<file path="src/rtl/vend_pkg.sv">
// Shared encodings, FSM states, price table and payout helpers for the vending controller.
package vend_pkg;

  typedef enum logic [1:0] {StIdle, StCredit, StDispense, StChange} state_e;

  localparam logic [1:0] COIN_NONE = 2'b00;
  localparam logic [1:0] COIN_5    = 2'b01;
  localparam logic [1:0] COIN_10   = 2'b10;
  localparam logic [1:0] COIN_BAD  = 2'b11;

  localparam int unsigned NUM_PRICES = 4;
  localparam int unsigned PRICE [NUM_PRICES] = '{3, 4, 5, 6};

  // Unknown products get an unreachable price so they can never be bought.
  function automatic int unsigned price_of(input int unsigned idx);
    if (idx < NUM_PRICES) return PRICE[idx[1:0]];
    return 32'hffff_ffff;
  endfunction

  function automatic logic [1:0] payout_coin(input int unsigned credit);
    return (credit >= 2) ? COIN_10 : COIN_5;
  endfunction

  function automatic logic [1:0] coin_units(input logic [1:0] coin);
    case (coin)
      COIN_5:  return 2'd1;
      COIN_10: return 2'd2;
      default: return 2'd0;
    endcase
  endfunction

endpackage

</file>
<file path="src/rtl/vend_change_unit.sv">
// Change payout engine: ejects one coin per change_req/change_ack handshake until credit is zero.
module vend_change_unit
  import vend_pkg::*;
#(
  parameter int unsigned CREDIT_W = 4
) (
  input  logic                clock,
  input  logic                reset,
  input  logic                active,
  input  logic [CREDIT_W-1:0] credit,
  input  logic                change_ack,
  output logic                change_req,
  output logic [1:0]          change_coin,
  output logic [1:0]          consume,
  output logic                done
);

  logic       req_q, req_d;
  logic [1:0] coin_q, coin_d;

  always_ff @(posedge clock or posedge reset) begin
    if (reset) begin
      req_q  <= 1'b0;
      coin_q <= COIN_NONE;
    end else begin
      req_q  <= req_d;
      coin_q <= coin_d;
    end
  end

  // After each ack the request drops for a cycle so the reduced credit is seen before the next coin.
  always_comb begin
    req_d   = req_q;
    coin_d  = coin_q;
    consume = 2'd0;
    if (!active) begin
      req_d  = 1'b0;
      coin_d = COIN_NONE;
    end else if (req_q) begin
      if (change_ack) begin
        req_d   = 1'b0;
        coin_d  = COIN_NONE;
        consume = coin_units(coin_q);
      end
    end else if (credit != '0) begin
      req_d  = 1'b1;
      coin_d = payout_coin(32'(credit));
    end
  end

  always_comb begin
    change_req  = req_q;
    change_coin = coin_q;
    done        = active && !req_q && (credit == '0);
  end

endmodule

</file>
<file path="src/rtl/vend_txn_controller.sv">
// Vending transaction sequencer: credit accumulation, selection, dispense and change payout.
// Optional refund-on-cancel is enabled by defining VEND_CANCEL_EN.
module vend_txn_controller
  import vend_pkg::*;
#(
  parameter int unsigned NUM_PROD   = 4,
  parameter int unsigned CREDIT_W   = 4,
  parameter int unsigned MAX_CREDIT = 8,
  localparam int unsigned PW = (NUM_PROD > 1) ? $clog2(NUM_PROD) : 1
) (
  input  logic                clock,
  input  logic                reset,
  input  logic [1:0]          in,
  input  logic                sel_valid,
  input  logic [PW-1:0]       sel_id,
  input  logic                disp_ack,
  input  logic                change_ack,
  input  logic                cancel,
  output logic [CREDIT_W-1:0] credit,
  output logic                coin_reject,
  output logic                sel_nack,
  output logic                disp_req,
  output logic [PW-1:0]       disp_id,
  output logic                change_req,
  output logic [1:0]          change_coin
);

  state_e              state_q, state_d;
  logic [CREDIT_W-1:0] credit_q, credit_d;
  logic                coin_reject_q, coin_reject_d;
  logic                sel_nack_q, sel_nack_d;
  logic                disp_req_q, disp_req_d;
  logic [PW-1:0]       disp_id_q, disp_id_d;

  logic [31:0] credit_ext, coin_sum, price;
  logic        sel_ok, cancel_hit;
  logic        chg_req, chg_done;
  logic [1:0]  chg_coin, chg_consume;

`ifdef VEND_CANCEL_EN
  assign cancel_hit = cancel && (state_q == StCredit);
`else
  logic unused_cancel;
  assign unused_cancel = cancel;
  assign cancel_hit    = 1'b0;
`endif

  assign credit_ext = 32'(credit_q);
  assign coin_sum   = credit_ext + 32'(coin_units(in));
  assign price      = price_of(32'(sel_id));
  assign sel_ok     = (32'(sel_id) < NUM_PROD) && (credit_ext >= price);

  vend_change_unit #(
    .CREDIT_W (CREDIT_W)
  ) u_change (
    .clock       (clock),
    .reset       (reset),
    .active      (state_q == StChange),
    .credit      (credit_q),
    .change_ack  (change_ack),
    .change_req  (chg_req),
    .change_coin (chg_coin),
    .consume     (chg_consume),
    .done        (chg_done)
  );

  always_ff @(posedge clock or posedge reset) begin
    if (reset) begin
      state_q       <= StIdle;
      credit_q      <= '0;
      coin_reject_q <= 1'b0;
      sel_nack_q    <= 1'b0;
      disp_req_q    <= 1'b0;
      disp_id_q     <= '0;
    end else begin
      state_q       <= state_d;
      credit_q      <= credit_d;
      coin_reject_q <= coin_reject_d;
      sel_nack_q    <= sel_nack_d;
      disp_req_q    <= disp_req_d;
      disp_id_q     <= disp_id_d;
    end
  end

  always_comb begin
    state_d       = state_q;
    credit_d      = credit_q;
    coin_reject_d = 1'b0;
    sel_nack_d    = 1'b0;
    disp_req_d    = disp_req_q;
    disp_id_d     = disp_id_q;
    unique case (state_q)
      StIdle, StCredit: begin
        if (cancel_hit) begin
          state_d       = StChange;
          sel_nack_d    = sel_valid;
          coin_reject_d = (in != COIN_NONE);
        end else if (sel_valid && (state_q == StCredit)) begin
          // Selection sees pre-coin credit; a simultaneous coin is always returned.
          coin_reject_d = (in != COIN_NONE);
          if (sel_ok) begin
            credit_d   = CREDIT_W'(credit_ext - price);
            disp_id_d  = sel_id;
            disp_req_d = 1'b1;
            state_d    = StDispense;
          end else begin
            sel_nack_d = 1'b1;
          end
        end else begin
          sel_nack_d = sel_valid;
          if (in == COIN_BAD) begin
            coin_reject_d = 1'b1;
          end else if (in != COIN_NONE) begin
            if (coin_sum > MAX_CREDIT) begin
              coin_reject_d = 1'b1;
            end else begin
              credit_d = CREDIT_W'(coin_sum);
              state_d  = StCredit;
            end
          end
        end
      end
      StDispense: begin
        coin_reject_d = (in != COIN_NONE);
        sel_nack_d    = sel_valid;
        if (disp_ack && disp_req_q) begin
          disp_req_d = 1'b0;
          state_d    = (credit_q != '0) ? StChange : StIdle;
        end
      end
      StChange: begin
        coin_reject_d = (in != COIN_NONE);
        sel_nack_d    = sel_valid;
        credit_d      = credit_q - CREDIT_W'(chg_consume);
        if (chg_done) state_d = StIdle;
      end
      default: state_d = StIdle;
    endcase
  end

  always_comb begin
    credit      = credit_q;
    coin_reject = coin_reject_q;
    sel_nack    = sel_nack_q;
    disp_req    = disp_req_q;
    disp_id     = disp_id_q;
    change_req  = chg_req;
    change_coin = chg_coin;
  end

endmodule

</file>
<file path="config.mk">
export PLATFORM = sky130hd
export DESIGN_NAME = vend_txn_controller
export DESIGN_NICKNAME = d
export VERILOG_FILES = /design/src/rtl/vend_pkg.sv /design/src/rtl/vend_change_unit.sv /design/src/rtl/vend_txn_controller.sv
export SDC_FILE = /design/constraint.sdc
export NUM_CORES = 1
export LEC_CHECK = 0
export BUFFER_PORTS_ARGS = -buffer_cell sky130_fd_sc_hd__buf_2
export CORE_ASPECT_RATIO = 1.25
export CORE_UTILIZATION = 24
export CTS_BUF_LIST = sky130_fd_sc_hd__clkbuf_2
export DETAILED_ROUTE_END_ITERATION = 8
export PLACE_DENSITY = 0.5
export SYNTH_ARGS = -nofsm -noshare
export SYNTH_HDL_FRONTEND = slang
export SYNTH_SLANG_ARGS = --single-unit
</file>
<file path="constraint.sdc">
create_clock -name clock -period 3.6 [get_ports clock]
set_input_delay 0.18 -clock clock [delete_from_list [all_inputs] [get_ports clock]]
set_output_delay 0.18 -clock clock [all_outputs]
set_load 0.02 [all_outputs]
</file>
==> impl_summary.md, run 1 <==
Synth
After synthesis, the largest family of logic cells by area is compound AO/OA/AOI/OAI gates. After synthesis, the share of flip-flops with an asynchronous set or reset is 100%. The primary flip-flop cell chosen by synthesis mapping is dfrtp_1. Synthesis produced 135 cells. The net count of the mapped netlist is around 160. After synthesis, the mean cell area works out to 9.13 µm². The share of synthesized area occupied by flip-flops and latches is between 20% and 30%. Summing the areas of all compound-gate instances in the mapped netlist gives 23.6% of the synthesized area. The Yosys step of the flow raised 0 warnings. The number of synthesized register bits is 14.

The synthesized netlist devotes roughly 18% of its cell area to simple gates. The synthesized netlist occupies a cell area of approximately 1200 µm². In this run, synthesis inferred 0 flip-flops with an integrated enable.

Counting distinct cell types in the post-synthesis netlist gives between 40 and 50. The portion of synthesized area spent on multiplexers is under 10%. The xor and xnor area share after synthesis is under 10%. Of the total synthesized cell area, the portion taken by full adders, half adders and majority gates is between 10% and 20%.

Final layout
Cells fill between 20% and 30% of the core in the end. The finished layout holds 216 standard cells, fillers aside. The number of nets at the end of the flow is 180. The total inserted antenna cells is 0. After filler insertion, the fill cell instance count of the layout stands at between 500 and 600. The post-route netlist has approximately a quarter of its cells at a drive strength greater than 1. The area added between synthesis and finish is 13.1%. The cell area after layout is ~1400 µm².

Setup path
The combined buffer and inverter count along the critical path is 1. The worst setup path is launched from a flip-flop. The delay of the slowest cell on the worst path is approximately 0.5 ns. The critical-path maximum fanout is 7. The endpoint type of the worst setup path is a flip-flop. Counting buffers and inverters, the worst setup path is 8 cells deep. Measured in cells, the most critical reg-to-reg path has a length of 8. The dominant delay contributor by cell family on the critical path is adder cells. The slowest cell on the critical path is fa_1. The cell that appears most often on the critical path is o21ai_2.

The worst path required time is approximately 3.8 ns. Data on the critical path arrives at its endpoint at between 3 and 4 ns. The startpoint-to-endpoint class of the critical path is flip-flop to flip-flop. The signal on the critical path passes through ha_1 > inv_1 > fa_1 > or2b_2 > o21ai_2 > o21ai_2 > a2111oi_4 > mux2_4.

GRT
The number of antenna violations at the first check in global routing is 0. The remaining global-route overflow is 0. The global-route wire length before repair is between 4000 and 5000 µm. Entering global routing, the biggest net connects 15 pins. The via count of the first global-routing pass was roughly 1.0k. Global routing consumed, over all layers together, a little under an eighth of the routing resources.

Timing
Clock skew on the completed layout was measured at approximately 0.011 ns. Adding up every negative setup slack in the final design gives 0 ns. The post-route clock period utilization is between 70% and 80%. The final setup violation count is 0. The number of failing hold endpoints at the final stage was 0.

The worst pin sits at a relative slew slack of between 60% and 70%. The number of pins with negative max-slew slack in the final report is 0. The post-layout minimum cycle time is 2.84 ns. For the pin with the worst max-slew slack, the measured transition is approximately 0.58 ns. The achievable clock frequency is 353 MHz. Setup repair after global routing left no endpoint under its margin.

Pwr
Dividing total power by cell area gives a power density of approximately 840 nW/µm². The worst vdd rail ir drop is about 0.00016 V. The static leakage is about 0.66 nW.

Floorplan
Measured along the x axis, the die boundary spans 66.1 µm. The area of the die is around 5400 µm². The initial core utilization is between 20% and 30%. 22 I/O pins were placed. The standard-cell row count is 28.

Measured along the y axis, the die boundary spans roughly 82 µm. The area inside the core boundary is around 4800 µm².

Placement
The number of buffers inserted by port buffering is 20. The placer congestion estimate is ~0.74. Counting tap cells, the placed design contains a total of between 200 and 250 instances.

The total placed instance area is 1370 µm². Detailed placement finished with a half-perimeter wire length of ~2200 µm.

Clock tree
The number of buffers on the longest clock path is 2. The clock tree root driver cell is clkbuf_2. The number of setup buffers added after CTS is 0. The clock buffer count from CTS is 3. The TritonCTS clock tree is done.

The number of hold-repair buffers added at the cts stage is 1. In this run, post-CTS repair resized a total of 0 instances. The number of sinks handled by clock tree synthesis is 14. The post-CTS clock slew at the launch and capture registers of the worst setup and hold paths is 0.16 ns.

For the worst-skew pair, the clock arrives at the later sink with an insertion delay of 0.28 ns. In this run the number of H-tree levels came out at 1.

Route
In the final routed layout, each cell accounts on average for approximately 13 µm. The detail route stage leaves a number of antenna-violating nets equal to 0. The pre-antenna-repair detailed-routing pass consisted of 4 iterations. After the first detailed-routing iteration, the DRC count stood at between 50 and 60. The routed wire length is between 2000 and 3000 µm. The mean number of vias per cell is ~4.8. The routed layout has 1,031 vias. After detailed routing, the number of remaining DRC violations is 0.

Status
The flow ran to the end, and the final reports show no timing, DRC or antenna violations.

Job
The tool flagged a number of max-cap violations equal to 0.

Min path
The min-delay analysis places its worst path in the category primary input to flip-flop. Along the worst hold path, the cell count comes to 2.
[final timing paths]
kind / startpoint / end / slack (ns)
setup / recovery: credit[0] / credit[2] / 0.76
hold / removal: disp_ack / disp_req / 0.07
setup reg to reg: credit[0] / credit[2] / 0.76
hold reg to reg: disp_id[1] / disp_id[1] / 0.49
max in group asynchronous: reset / credit[1] / 2.74
min in group asynchronous: reset / sel_nack / 0.47
[registers in the layout, indices dropped and copies added, names as in the netlist]
register	flops
sel_nack	1
disp_req	1
disp_id	2
u_change.change_coin	2
state_q	2
u_change.change_req	1
credit	4
coin_reject	1
[cell type report]
cell class | instances | area [µm²] | share of cell area [%]
Multi-Input combinational cell | 101 | 779 | 55.9
Sequential cell | 14 | 350 | 25.1
Timing Repair Buffer | 21 | 110 | 7.90
Tap cell | 60 | 75.1 | 5.39
Inverter | 16 | 60.1 | 4.31
Clock buffer | 3 | 15.0 | 1.08
Clock inverter | 1 | 3.75 | 0.269
[kinds of logic (layout without fill, tap and decap cells)]
group | Yosys count | after routing
adders and majority gates | 14 | 14
xor gates and xnor gates | 3 | 3
and+or+nand+nor | 42 | 42
AOI/OAI and AO/OA | 38 | 38
buffers and inverters | 20 | 41
muxes | 4 | 4
DFF | 14 | 14
[stage by stage]
stage	hold WS, ns	total power [mW]	setup WS, ns
6_report	0.0673	1.17	0.764
5_1_grt	0.0419	1.29	0.583
4_1_cts	0.0523	1.19	0.744
3_5_place_dp	0.269	1.10	0.772
3_3_place_gp	0.275	1.10	0.794
2_1_floorplan	0.0692	0.940	0.902
[cell usage in the layout (no fill, tap or decap), drive strengths merged, types with 3 or more instances in the layout]
master,Yosys,final
fa,3,3
clkbuf,3,3
nand3,3,3
inv,16,16
nor2b,3,3
nor2,9,9
o21ai,10,10
ha,10,10
buf,1,20
xnor2,3,3
a21oi,6,6
dfrtp,14,14
a31oi,4,4
nand2,16,16
o211ai,3,3
[per-layer routing]
metal	vias up	global-route usage (%)	share of wire [%]
li1	518	-	-
met1	488	15.3	47
met2	21	20.3	49
met3	4	1.24	2.3
met4	0	5.32	2.3
met5	-	0	0
[synth_stat cells (3+ instances only)]
| cell type | count | share of area [%] |
|---|---|---|
| a21oi_1 | 6 | 2.4 |
| a31oi_1 | 4 | 2.0 |
| dfrtp_1 | 14 | 28 |
| fa_1 | 3 | 4.9 |
| ha_1 | 10 | 10 |
| inv_1 | 16 | 4.9 |
| nand2_1 | 15 | 4.6 |
| nor2_1 | 9 | 2.7 |
| nor2b_1 | 3 | 1.5 |
| o211ai_1 | 3 | 1.8 |
| o21ai_0 | 7 | 2.8 |
| xnor2_1 | 3 | 2.1 |
[power by group]
group / internal, mW / leakage (nW) / switching [mW]
combinational: 0.335 / 0.472 / 0.414
sequential: 0.226 / 0.172 / 0.116
clock: 0.0241 / 0.0140 / 0.0556
Power figures use the tool's default switching activity.
==> inputs of run 2 (changes only) <==
--- a/config.mk
+++ b/config.mk
@@ -5,12 +5,13 @@
 export SDC_FILE = /design/constraint.sdc
 export NUM_CORES = 1
 export LEC_CHECK = 0
+export ABC_AREA = 1
 export BUFFER_PORTS_ARGS = -buffer_cell sky130_fd_sc_hd__buf_2
 export CORE_ASPECT_RATIO = 1.25
 export CORE_UTILIZATION = 24
 export CTS_BUF_LIST = sky130_fd_sc_hd__clkbuf_2
 export DETAILED_ROUTE_END_ITERATION = 8
-export PLACE_DENSITY = 0.5
+export PLACE_DENSITY = 0.51
 export SYNTH_ARGS = -nofsm -noshare
 export SYNTH_HDL_FRONTEND = slang
 export SYNTH_SLANG_ARGS = --single-unit
==> constraint.sdc (replaced) <==
create_clock -name clock -period 2.6 [get_ports clock]
set_input_delay 0.13 -clock clock [delete_from_list [all_inputs] [get_ports clock]]
set_output_delay 0.13 -clock clock [all_outputs]
set_load 0.02 [all_outputs]
==> run 2 against run 1 <==
Largest cell class unchanged. Core utilization grew 0.12 points. Critical path type unchanged. Critical path depth grew 4. Largest power group unchanged. Highest routed layer unchanged. Synthesized cell count grew 26%. Sequential share of layout area shrank 1.1 points. Cell count grew 19%. Count of clock-buffer cells in the layout is the same.
==> impl_summary.md, run 2 <==
Final layout
The most frequent standard cell in the layout excluding fill and tap cells is nand2_1. The finished layout holds around 260 standard cells, fillers aside. Compared with the post-synthesis result, the final layout area differs by 16.7%. The library cells used most frequently in the layout, excluding fill and tap cells, are 47 x nand2_1, 25 x inv_1, 20 x buf_2. In the final layout, the share of cells above drive strength 1 is 23.0%. The number of nets at the end of the flow is 220.

The number of antenna diodes in the final layout is 0. The number of flip-flops in the largest register is 4.

Clock tree
Post-CTS repair changed the size of 0 cells. The number of sinks handled by clock tree synthesis is 14. The TritonCTS clock tree is done. The post-CTS clock slew at the launch and capture registers of the worst setup and hold paths is 0.16 ns. Clock latency on the worst-skew pair, taken at its later pin, is ~0.29 ns. The number of clock buffers added by TritonCTS is 3. The number of buffers on the longest clock path is 2.

The level count of the clock H-tree is 1. CTS placed an instance of clkbuf_2 at the clock tree root.

Timing
Headroom to the max-slew limit came out at between 60% and 70%. Setup repair after global routing left no endpoint under its margin. The final setup violation count is 0.

The number of pins with negative max-slew slack in the final report is 0. The number of failing hold endpoints at the final stage is 0. Of the available clock period, the critical path in the final layout requires 81.9%. The aggregate negative setup slack is 0 ns. After layout, the minimum clock period comes to 2.13 ns. The worst-margin pin slew is approximately 0.55 ns. The achievable clock frequency is 469 MHz.

The clock skew after layout is 0.0115 ns.

GRT
The via count of the first global-routing pass is just under 1k. Entering global routing, the biggest net connects 15 pins. The first global-routing pass estimated roughly 4600 µm of wire.

The number of antenna violations at the first check in global routing is 0. The remaining global-route overflow is 0. The total global routing track utilization is between 10% and 20%.

Floorplan
The initial utilization of the core area, before any placement, comes to about 25%. After floorplanning, the core was sized to cover ~5000 µm². The floorplan has 29 rows. Pin placement for this block handled 22 I/O pins. The die width is roughly 67 µm. The die is around 83 µm tall. The floorplan step defined a die boundary enclosing roughly 5500 µm².

Placement
The total half-perimeter wirelength after legalization and detailed placement is about 2400 µm. Buffers placed on the I/O ports in this run total 20. The congestion estimate from routability-driven global placement came to roughly 0.77. The number of placed cells counting well taps is about 250.

Synth
Counting every net in the synthesized netlist gives just under 200. The post-synth design cell area is between 1000 and 1500 µm². After synthesis, the share of flip-flops with an asynchronous set or reset is between 90% and 100%. The primary flip-flop cell chosen by synthesis mapping is dfrtp_1. Synthesis produced 170 cells. The share of synthesized area occupied by flip-flops and latches is 28.0%. Counting flops and latches in the post-synthesis netlist gives 14.

During synthesis, Yosys emitted a total of 0 warnings. The post-synthesis average cell area is about 7.4 µm². The leading cell type by number of instances after synthesis is nand2_1. By count the netlist is led by 47 x nand2_1, 25 x inv_1, 14 x dfrtp_1, 13 x nand3_1, 10 x ha_1.

Yosys attributes the largest share of cell area to dfrtp_1 28%, nand2_1 14%, ha_1 10%. The library cell with the largest summed area after synthesis is dfrtp_1. In this run, distinct cell masters in the synthesized netlist total 28.

After synthesis, the largest area contributor takes up between 20% and 30% of total cell area. The number of enable-type register cells in the synthesized netlist is 0.

Setup path
The reg-to-reg critical path startpoint is state_q[0]. The critical-path maximum fanout is 6. The worst register-to-register path has a depth of 12. The reg2reg setup slack is approximately 0.47 ns. The startpoint-to-endpoint class of the critical path is flip-flop to flip-flop. STA puts the critical path data arrival time at about 2.3 ns.

The endpoint type of the worst setup path is a flip-flop. The critical path startpoint category is a flip-flop. The endpoint identified for the worst register-to-register timing path is credit[3]. Data on the critical path is required at its endpoint by roughly 2.8 ns. The critical path launch point is state_q[0].

The most critical setup path has its endpoint at credit[3].

Pwr
Across the VDD grid, the largest voltage drop is roughly 0.00028 V. In this run the power density over the cells is 1060 nW/µm². The static leakage is slightly below 0.8 nW.

Route
The initial DRC count is 29. Across all layers, the routed design uses 1,098 vias. The routed wire length is about 2900 µm.

The number of optimization iterations in the first detailed-route pass is 4. The DRC violation count after routing is 0. In the routed layout, each cell is associated on average with a via count of 4.26. Once detail routing completed, the nets flagged for antenna violations numbered 0. The average wire per standard cell is roughly 11 µm.

Job
The max-cap violation count is 0.

Min path
The worst hold path belongs to the class primary input to flip-flop.

Status
The flow ran to the end, and the final reports show no timing, DRC or antenna violations.
[run 2: changes by cell type after synthesis, sizes merged, moves of 3 or more]
cell    before  now
clkbuf       3    0
a31oi        4    1
nor2b        3    0
nand3        3   19
nor2         9   12
inv         16   28
nand2       16   51
[run 2: how the worst min path moves through the flow]
stage,end,depth (start not counted),from
CTS,disp_req,2,disp_ack
global placement,state_q[1],2,reset
finish,coin_reject,3,in[1]
floorplan,coin_reject,1,reset
global route,coin_reject,3,in[0]
detailed placement,state_q[1],2,reset
[run 2: area by class of cell]
cell class,count,area [µm²]
Inverter,29,114
Tap cell,62,77.6
Clock buffer,3,15.0
Timing Repair Buffer,24,135
Fill cell,552,3580
Clock inverter,1,3.75
Sequential cell,14,350
Multi-Input combinational cell,125,764
[run 2: logic make-up (layout without fill, tap and decap cells)]
kind of cell               count (synthesis)  after routing  synth area share, %
AOI/OAI and AO/OA                         21             21                 8.80
xor gates and xnor gates                   2              2                 1.40
adders and majority gates                 13             13                 14.8
buffers and inverters                     31             57                 10.9
DFF                                       14             14                 28.0
muxes                                      2              2                 1.60
and+or+nand+nor                           87             87                 34.5
[run 2: repair_timing]
action | in CTS | in global routing
setup buffers | 0 | 0
hold buffers | 1 | 1
endpoints found under the hold margin | 14 | 1
[run 2: per-stage QoR]
stage               area [µm²]  utilization (%)  hold slack, ns  worst slack, ns  power, mW
floorplan                 1250                -          0.0192            0.591       1.21
global placement          1420             28.2           0.217            0.421       1.46
detailed placement        1420             28.2           0.225            0.412       1.46
CTS                       1450             28.8        0.000532            0.424       1.58
global route              1460             29.0          0.0656            0.177       1.73
finish                    1460             29.0          0.0838            0.469       1.55
[run 2: power by group]
| part | switching, mW | internal, mW | total [mW] |
|---|---|---|---|
| sequential | 0.108 | 0.307 | 0.415 |
| clock | 0.0780 | 0.0334 | 0.111 |
| combinational | 0.651 | 0.376 | 1.03 |
[run 2: worst max-delay path, stage by stage (launching register included)]
cell,delay [ns]
dfrtp_1,0.46
nand2_2,0.13
nor4_1,0.50
inv_1,0.09
ha_1,0.29
inv_1,0.03
nor2_1,0.10
nor2_2,0.06
xor2_1,0.13
nand2_1,0.07
nand2_1,0.05
nand2_1,0.06
nand2_1,0.05
[run 2: routing by layer]
layer	global-route usage [%]	vias up	share of wire (%)
met3	1.51	6	2.9
met2	19.9	16	49
met1	13.9	476	46
met5	0	-	0
li1	-	600	-
met4	4.47	0	2.0
==> inputs of run 3 (changes only) <==
--- a/config.mk
+++ b/config.mk
@@ -11,7 +11,7 @@
 export CORE_UTILIZATION = 24
 export CTS_BUF_LIST = sky130_fd_sc_hd__clkbuf_2
 export DETAILED_ROUTE_END_ITERATION = 8
-export PLACE_DENSITY = 0.51
+export PLACE_DENSITY = 0.5
 export SYNTH_ARGS = -nofsm -noshare
 export SYNTH_HDL_FRONTEND = slang
 export SYNTH_SLANG_ARGS = --single-unit
==> constraint.sdc (replaced) <==
create_clock -name clock -period 2 [get_ports clock]
set_input_delay 0.1 -clock clock [delete_from_list [all_inputs] [get_ports clock]]
set_output_delay 0.1 -clock clock [all_outputs]
set_load 0.02 [all_outputs]
==> run 3 against run 2 <==
Worst setup slack lost 0.41 ns. Largest power group unchanged. Critical path type unchanged. Flip-flop and latch count did not move. Sequential power grew 23%.
==> impl_summary.md, run 3 (synthesis gave the netlist of run 2 again) <==
Timing
After layout, the minimum clock period comes to about 1.9 ns. The number of pins with negative max-slew slack in the final report is 0. The worst hold-check slack is roughly 0.08 ns. At the pin with the least slew margin, the transition time is 0.567 ns.

On the final layout, the worst clock skew is about 0.018 ns. Setup violations remaining at the end of the flow were counted as 0. In the finished design, the share of the clock period the worst path needs comes to a little over nine tenths. The relative slew slack is between 60% and 70%. The number of failing hold endpoints at the final stage is 0.

Derived from the worst setup path, the maximum achievable clock frequency is 515 MHz. Setup repair after global routing could not meet its margin everywhere.

Final layout
At the end of the flow, the number of nets in the layout was 237. The number of fill cells in the layout is around 540. In the layout the commonest cells are 44 x nand2_1, 22 x inv_1, 20 x buf_2. The register with the most flip-flops in the layout has 4 of them. The area added between synthesis and finish is 31.4%. Cells with a size suffix above 1 make up between 30% and 40% of the layout. The number of antenna diodes in the final layout is 0. Leaving out fill and tap cells, the most frequent cell in the layout is nand2_1. The cell area after layout is around 1600 µm².

Pwr
IR analysis of the VDD net gives a maximum drop of ~0.00061 V. Internal power comes to 1.11 mW. The clock share of power is 6.3%. The part of the total power dissipated in combinational logic is between 70% and 80%. Of the total power, the share spent switching nets is a little over half. The net load switching power is ~1.2 mW. Registers are responsible for 22.1% of the overall power. Summed over all cells, the static leakage comes to 0.872 nW.

Total power for the finished layout comes to 2.31 mW. The power density relative to cell area is roughly 1400 nW/µm².

Setup path
The endpoint type of the worst setup path is a flip-flop. The critical path startpoint category is a flip-flop. The critical-path maximum fanout is 4. For the worst setup path, the data arrival time is 2.17 ns. STA puts the critical path data required time at approximately 2.2 ns. The startpoint-to-endpoint class of the critical path is flip-flop to flip-flop. The slowest cell on the critical path is fa_1.

The critical path goes through ha_4 > inv_2 > fa_1 > inv_2 > nor2_2 > nand3_1 > nand3_2 > nand2_2 > buf_4 > a21oi_2 > nand2_1 > nand2_1. The delay of the slowest cell on the worst path is 0.48 ns.

Floorplan
Measured along the x axis, the die boundary spans between 60 and 70 µm. From bottom edge to top edge, the die measures 82.7 µm. The number of primary I/O pins is 22. The area inside the core boundary is ~5000 µm². The standard-cell row count is 29. The initial core utilization is roughly a quarter. The die covers around 5500 µm².

Job
The tool flagged a number of max-cap violations equal to 0.

GRT
Entering global routing, the biggest net connects 15 pins. Across every metal layer, demand over resource in global routing totals 12.5%. The first global-routing pass estimated roughly 5200 µm of wire.

The total overflow left after global routing is 0. The number of antenna violations at the first check in global routing was 0. The via count of the first global-routing pass is 1,142.

Route
For this run, design rule violations remaining after detail routing come to 0. The routed layout has ~1.2k vias. The routed design has approximately 3200 µm of wire.

The detailed router finished its first iteration with 22 violations. The first detailed-routing pass ran for 4 iterations. Dividing the detail-routed via count by the number of cells gives 4.39. The detail route stage leaves a number of antenna-violating nets equal to 0.

The average wire per standard cell is around 11 µm.

Clock tree
Buffers inserted during clock tree synthesis total 3. For the worst-skew pair, the clock arrives at the later sink with an insertion delay of approximately 0.28 ns. The tree is rooted in a clkbuf_2.

In this run the number of H-tree levels came out at 1. TritonCTS built the clock tree. The post-CTS clock slew at the launch and capture registers of the worst setup and hold paths is roughly 0.15 ns. The number of sinks handled by clock tree synthesis is 14. The number of buffers on the longest clock path is 2.

Min path
The worst hold path belongs to the class primary input to flip-flop.

Placement
The total half-perimeter wirelength after legalization and detailed placement is 2560 µm. The total placed instance area is 1540 µm². At the end of routability-driven placement, the weighted congestion stood at ~0.8. The number of buffers inserted by port buffering is 20.

Status
The run finished with clean final reports.
## run 3: layer usage
metal  vias to the layer above  wire length [µm]  GRT usage, %
met5                         -                 0             0
met4                         0               107          4.68
met3                        10               113          2.34
met2                        25              1520          21.4
met1                       544              1420          15.2
li1                        627                 -             -
## run 3: path summary, 6_finish.rpt
kind                       startpoint  depth (start not counted)         end  slack, ns
setup / recovery            credit[0]                         12   credit[3]       0.06
hold / removal              sel_valid                          3    sel_nack       0.08
setup reg to reg            credit[0]                         12   credit[3]       0.06
hold reg to reg            disp_id[1]                          2  disp_id[1]       0.52
max in group asynchronous       reset                          3   credit[0]       1.21
min in group asynchronous       reset                          3    disp_req       0.40
## run 3: power by group through the flow
stage,Clock [mW],Combinational [mW],Sequential (mW)
6_report,0.145,1.66,0.511
5_1_grt,0.168,1.86,0.528
4_1_cts,0.154,1.54,0.503
3_5_place_dp,0,1.53,0.509
3_3_place_gp,0,1.53,0.512
2_1_floorplan,0,0.946,0.625
## run 3: layout make-up
type                       instances  area, µm²  share of cell area (%)
inverter                          29        114                    6.93
timing repair buffer              41        263                    16.0
multi-input combinational        125        818                    49.8
tap                               62       77.6                    4.72
clock buffer                       4       20.0                    1.22
sequential                        14        352                    21.4
## run 3: worst max-delay path: cells and delay by family, from the launching register on
family / cells / cell delay (ns)
compound gates: 1 / 0.11
fa+ha+maj: 2 / 0.64
buf+inv: 3 / 0.23
flops: 1 / 0.47
simple gates: 6 / 0.42
## run 3: metrics by stage
step / setup TNS, ns / setup slack, ns / std cells / util (%)
floorplan: 0 / 0.0117 / 170 / -
global placement: -0.163 / -0.0434 / 268 / 30.6
detailed placement: -0.314 / -0.0661 / 268 / 30.6
CTS: 0 / 0.0578 / 274 / 31.4
global route: -0.292 / -0.0703 / 275 / 32.6
finish: 0 / 0.0600 / 275 / 32.6
## run 3: timing repair
item	CTS	global route
buffers inserted	0	1
hold buffers	2	0
resized for setup	0	15
hold endpoints to repair	15	0
endpoints found under the setup margin	0	7
